**src/rtl/room_cmd_rx.sv**
```systemverilog
// rtl/room_cmd_rx.sv - 8N1 UART command receiver driving room lock control pulses
module room_cmd_rx #(
    parameter int         CLK_HZ       = 50_000_000,
    parameter int         BAUD         = 115200,
    parameter int         CLKS_PER_BIT = CLK_HZ / BAUD,
    parameter logic [7:0] CMD_AVAIL    = 8'h41,
    parameter logic [7:0] CMD_UNAVAIL  = 8'h55,
    parameter logic [7:0] CMD_UNLOCK   = 8'h4F
) (
    input  logic       FPGA_CLK1_50,
    input  logic       reset,
    input  logic       rx,
    output logic       available,
    output logic       unavailable,
    output logic       unlock_signal,
    output logic       room_available,
    output logic       frame_err,
    output logic [7:0] last_byte
);

    localparam int            CW      = $clog2(CLKS_PER_BIT);
    localparam logic [CW-1:0] HALF_M1 = CW'(CLKS_PER_BIT / 2 - 1);
    localparam logic [CW-1:0] FULL_M1 = CW'(CLKS_PER_BIT - 1);

    typedef enum logic [2:0] {
        WAIT_IDLE,
        IDLE,
        START,
        DATA,
        STOP
    } state_t;

    state_t        state;
    state_t        state_nx;
    logic          rx_meta;
    logic          rxs;
    logic [CW-1:0] cnt;
    logic [2:0]    bit_idx;
    logic [7:0]    shreg;
    logic          cnt_clr;
    logic          shift_en;
    logic          byte_done;
    logic          frame_bad;

    always_comb begin
        state_nx  = state;
        cnt_clr   = 1'b0;
        shift_en  = 1'b0;
        byte_done = 1'b0;
        frame_bad = 1'b0;
        case (state)
            WAIT_IDLE: if (rxs) state_nx = IDLE;
            IDLE:      if (!rxs) state_nx = START;
            START: begin
                // Mid-start sample rejects glitches shorter than half a bit.
                if (cnt == HALF_M1) state_nx = rxs ? IDLE : DATA;
            end
            DATA: begin
                if (cnt == FULL_M1) begin
                    shift_en = 1'b1;
                    cnt_clr  = 1'b1;
                    if (bit_idx == 3'd7) state_nx = STOP;
                end
            end
            STOP: begin
                if (cnt == FULL_M1) begin
                    if (rxs) begin
                        byte_done = 1'b1;
                        state_nx  = IDLE;
                    end else begin
                        frame_bad = 1'b1;
                        state_nx  = WAIT_IDLE;
                    end
                end
            end
            default: state_nx = WAIT_IDLE;
        endcase
        if (state_nx != state) cnt_clr = 1'b1;
    end

    always_ff @(posedge FPGA_CLK1_50) begin
        if (reset) begin
            rx_meta        <= 1'b1;
            rxs            <= 1'b1;
            state          <= WAIT_IDLE;
            cnt            <= '0;
            bit_idx        <= 3'd0;
            shreg          <= 8'h00;
            available      <= 1'b0;
            unavailable    <= 1'b0;
            unlock_signal  <= 1'b0;
            room_available <= 1'b0;
            frame_err      <= 1'b0;
            last_byte      <= 8'h00;
        end else begin
            rx_meta <= rx;
            rxs     <= rx_meta;
            state   <= state_nx;
            cnt     <= cnt_clr ? '0 : cnt + CW'(1);

            if (state_nx != state) bit_idx <= 3'd0;
            else if (shift_en)     bit_idx <= bit_idx + 3'd1;

            if (shift_en) shreg <= {rxs, shreg[7:1]};

            available     <= byte_done && (shreg == CMD_AVAIL);
            unavailable   <= byte_done && (shreg == CMD_UNAVAIL);
            unlock_signal <= byte_done && (shreg == CMD_UNLOCK);
            frame_err     <= frame_bad;

            if (byte_done) begin
                last_byte <= shreg;
                if (shreg == CMD_AVAIL)   room_available <= 1'b1;
                if (shreg == CMD_UNAVAIL) room_available <= 1'b0;
            end
        end
    end

endmodule

```
**config.mk**
```make
export PLATFORM = sky130hd
export DESIGN_NAME = room_cmd_rx
export DESIGN_NICKNAME = d
export VERILOG_FILES = /design/src/rtl/room_cmd_rx.sv
export SDC_FILE = /design/constraint.sdc
export NUM_CORES = 1
export LEC_CHECK = 0
export CAP_MARGIN = 20
export CORE_ASPECT_RATIO = 1.2
export CORE_UTILIZATION = 50
export CTS_CLUSTER_SIZE = 20
export DETAILED_ROUTE_END_ITERATION = 7
export MAX_ROUTING_LAYER = met4
export PLACE_DENSITY = 0.71
export SYNTH_ARGS = -nofsm -noshare
export SYNTH_HDL_FRONTEND = slang
export SYNTH_SLANG_ARGS = --single-unit
```
**constraint.sdc**
```tcl
create_clock -name FPGA_CLK1_50 -period 4.8 [get_ports FPGA_CLK1_50]
set_input_delay 0.72 -clock FPGA_CLK1_50 [delete_from_list [all_inputs] [get_ports FPGA_CLK1_50]]
set_output_delay 0.72 -clock FPGA_CLK1_50 [all_outputs]
set_load 0.02 [all_outputs]
```
==> impl_results.md <==
* WP data required at 5.00 ns
* DR pass1 iterations at 4
* TritonCTS clock tree: built
* I/O pin cnt at 16
* Wire length on met3 at 125 microns
* Final nets at 194
* Post-synth top flop: dfxtp_1
* Vias per cell at 5.77
* Top sig layer: met4
* Routed wire length at 3.11 mm
* Syn avg cell area at 9.39 sq um
* Hold worst-path end: rxs$_SDFF_PP1_
* Total global-route track usage at 21.3%
* # diodes at 0
* Worst hold path type: register to register
* Yosys warnings at 0
* Width of the die at 54.8 microns
* WL/cell at 14.0 microns
* Worst clock skew at 0.00847 ns
* Skew-Pair Late Insertion Delay at 0.35 ns
* Endpoints failing hold at 0
* Yosys cell types at 37
* Commonest non-fill, non-tap cells in the layout: dfxtp_1 (38), nor2_1 (25), mux2i_1 (18)
* Number of global-route vias before repair at 1196
* Peak Freq at 403 MHz
* Rows at 22
* Cells after synthesis at 178
* Syn Nets at 186
* WS Path Type: register to register
* Crit-path max FO at 12
* Post-synth EDFFs at 0
* Final period util at 51.7%
* Ys async rst share at 0%
* Iter 0 DRT Violations at 27
* Die footprint at 0.00358 sq mm
* Slew headroom at 36.7%
* Congestion Overflow GR at 0
* WP data arrival at 2.68 ns
* I/O Buffers at 15
* Synth top area cells: dfxtp_1 (46%), mux2i_1 (11%), nor2_1 (5.6%), ha_1 (3.7%), xnor2_1 (3.1%)
* DP Wirelength at 2.11 mm
* Initial antenna violation count at 0
* Max Buffers Root-to-Sink at 2
* Status: completed
* R2R setup slack at 2.32 ns
* DR DRC count at 0
* Max-cap viol count at 0
* Cell taking the most area after synthesis: dfxtp_1
* Crit path max-delay family: compound AO/OA/AOI/OAI gates
* Crit path time final at 2.48 ns
* RSZ-0062 raised after global routing: false
* Final setup fails at 0
* CP peak stage delay at 0.70 ns
* Power per Cell Area at 274 mW/mm^2
* Setup crit end kind: register
* Layout cell share with drive strength beyond 1 at 5.91%
* Reg2reg start: cnt[0]$_SDFF_PP0_
* RD Place Congestion at 0.771
* DRT met1 WL at 1.35 mm
* First-pass GRT wire length at 5.29 mm
* Crit path launch type: register
* Synthesis-stage register bit count at 38
* Commonest non-fill, non-tap cell in the layout: dfxtp_1
* Buf/Inv on CP at 1
* Share of the synthesized area in the top cell type at 45.5%
* Post-route ant nets at 0
* Overall power at 0.508 mW
* Static leakage at 0.707 nW
* Worst slew pin tran at 0.950 ns
* Reg2reg end: bit_idx[1]$_SDFFE_PP0P_
* Pin count of the biggest net entering global routing at 28
* WHS Path Cells at 1
* Root buf cell: clkbuf_4
* Post-CTS Hold Fix Bufs at 0
* Met2 routed WL at 1.57 mm
* Fin. max-slew vios at 0
* Clock Sinks at 38
* Worst r2r path cells at 7
* Setup tns final at 0 ns
* CP max stage cell: a21oi_1
* H-tree levels at 2
* Worst-path clk slew at 0.11 ns
* Core Footprint at 0.00311 sq mm
* Setup bufs post-CTS at 0
* Area Overhead vs Synth at 10.8%
* Part of the Yosys area used for sequential elements at 45.5%
* Die height at 65.3 microns
* Maximum vdd drop at 0.215 mV
* Worst path cell trace: inv_1 > ha_1 > nor4bb_1 > nand4_1 > o32a_1 > a21oi_1 > nor3_1
* TritonCTS buffer count at 5
* FILL cells at 277
* Mapped cell area at 0.00167 sq mm
* Hold_sp: rx_meta$_SDFF_PP1_
* # resized after CTS at 0
* WP depth at 7
* Routed via count at 1282
* Starting Density at 53.7%
-- worst max path at each step --
stage | start | end | slack [ns]
2_1_floorplan | cnt[0]$_SDFF_PP0_ | room_available$_SDFFE_PP0P_ | 2.83
3_3_place_gp | reset | cnt[1]$_SDFF_PP0_ | 2.27
3_5_place_dp | reset | cnt[7]$_SDFF_PP0_ | 2.20
4_1_cts | cnt[0]$_SDFF_PP0_ | bit_idx[1]$_SDFFE_PP0P_ | 2.33
5_1_grt | cnt[0]$_SDFF_PP0_ | bit_idx[1]$_SDFFE_PP0P_ | 2.06
6_report | cnt[0]$_SDFF_PP0_ | bit_idx[1]$_SDFFE_PP0P_ | 2.32
-- through the flow --
| step | std cells | cell area, sq um | hold WS [ns] | util, % | worst slack [ns] |
|---|---|---|---|---|---|
| final | 222 | 1850 | 0.430 | 59.5 | 2.32 |
| after global routing | 222 | 1850 | 0.461 | 59.5 | 2.06 |
| after CTS | 222 | 1850 | 0.435 | 59.5 | 2.33 |
| after detailed placement | 215 | 1800 | 0.407 | 58.0 | 2.20 |
| after global placement | 215 | 1800 | 0.400 | 58.0 | 2.27 |
| after floorplan | 178 | 1670 | 0.389 | - | 2.83 |
-- Yosys cell counts (all sizes together) (4+ instances only) --
library cell / n
inv: 5
nand2: 4
nor4: 8
xnor2: 6
dfxtp: 38
clkbuf: 11
nor3: 7
mux2i: 18
a31oi: 4
nor2: 25
ha: 5
and3: 5
-- cell families (layout without fill, tap and decap cells) --
| family | count (synthesis) | count (layout) | synth area share, % |
|---|---|---|---|
| AND/OR/NAND/NOR | 71 | 71 | 22.9 |
| flip-flops | 38 | 38 | 45.5 |
| buffers and inverters | 19 | 27 | 4.87 |
| AO/OA/AOI/OAI | 18 | 18 | 7.49 |
| multiplexers | 18 | 18 | 10.8 |
| XOR/XNOR | 9 | 9 | 4.72 |
| adder cells (fa/ha/maj) | 5 | 5 | 3.74 |
-- sequential cells by signal, summed over array words and instances (netlist names) --
signal and cells:
unlock_signal 1, state 3, last_byte 8, shreg 8, room_available 1, bit_idx 3
unavailable 1, frame_err 1, cnt 9, rx_meta 1, rxs 1, available 1
-- layout make-up --
type	instances	area (sq um)	share of cell area, %
clock buffer	5	37.5	2.03
sequential	38	761	41.1
multi-input combinational	121	830	44.8
clock inverter	2	10.0	0.541
tap	36	45.0	2.43
timing repair buffer	15	150	8.11
inverter	5	18.8	1.01
-- power by group --
part,switching [mW],internal (mW),leakage (nW)
sequential,0.00570,0.319,0.307
clock,0.102,0.0526,0.0308
combinational,0.0171,0.0112,0.369
-- layer usage --
layer	global-route usage, %	vias to the layer above
met1	23.4	596
met3	6.94	9
met2	34.3	35
li1	-	642
met5	-	-
met4	8.65	0
-- worst reg2reg max path, stage by stage (launching register included) --
cell and delay [ns]:
dfxtp_1 0.36, inv_1 0.07, ha_1 0.13, nor4bb_1 0.34
nand4_1 0.24, o32a_1 0.34, a21oi_1 0.70, nor3_1 0.15
Power figures use the tool's default switching activity.
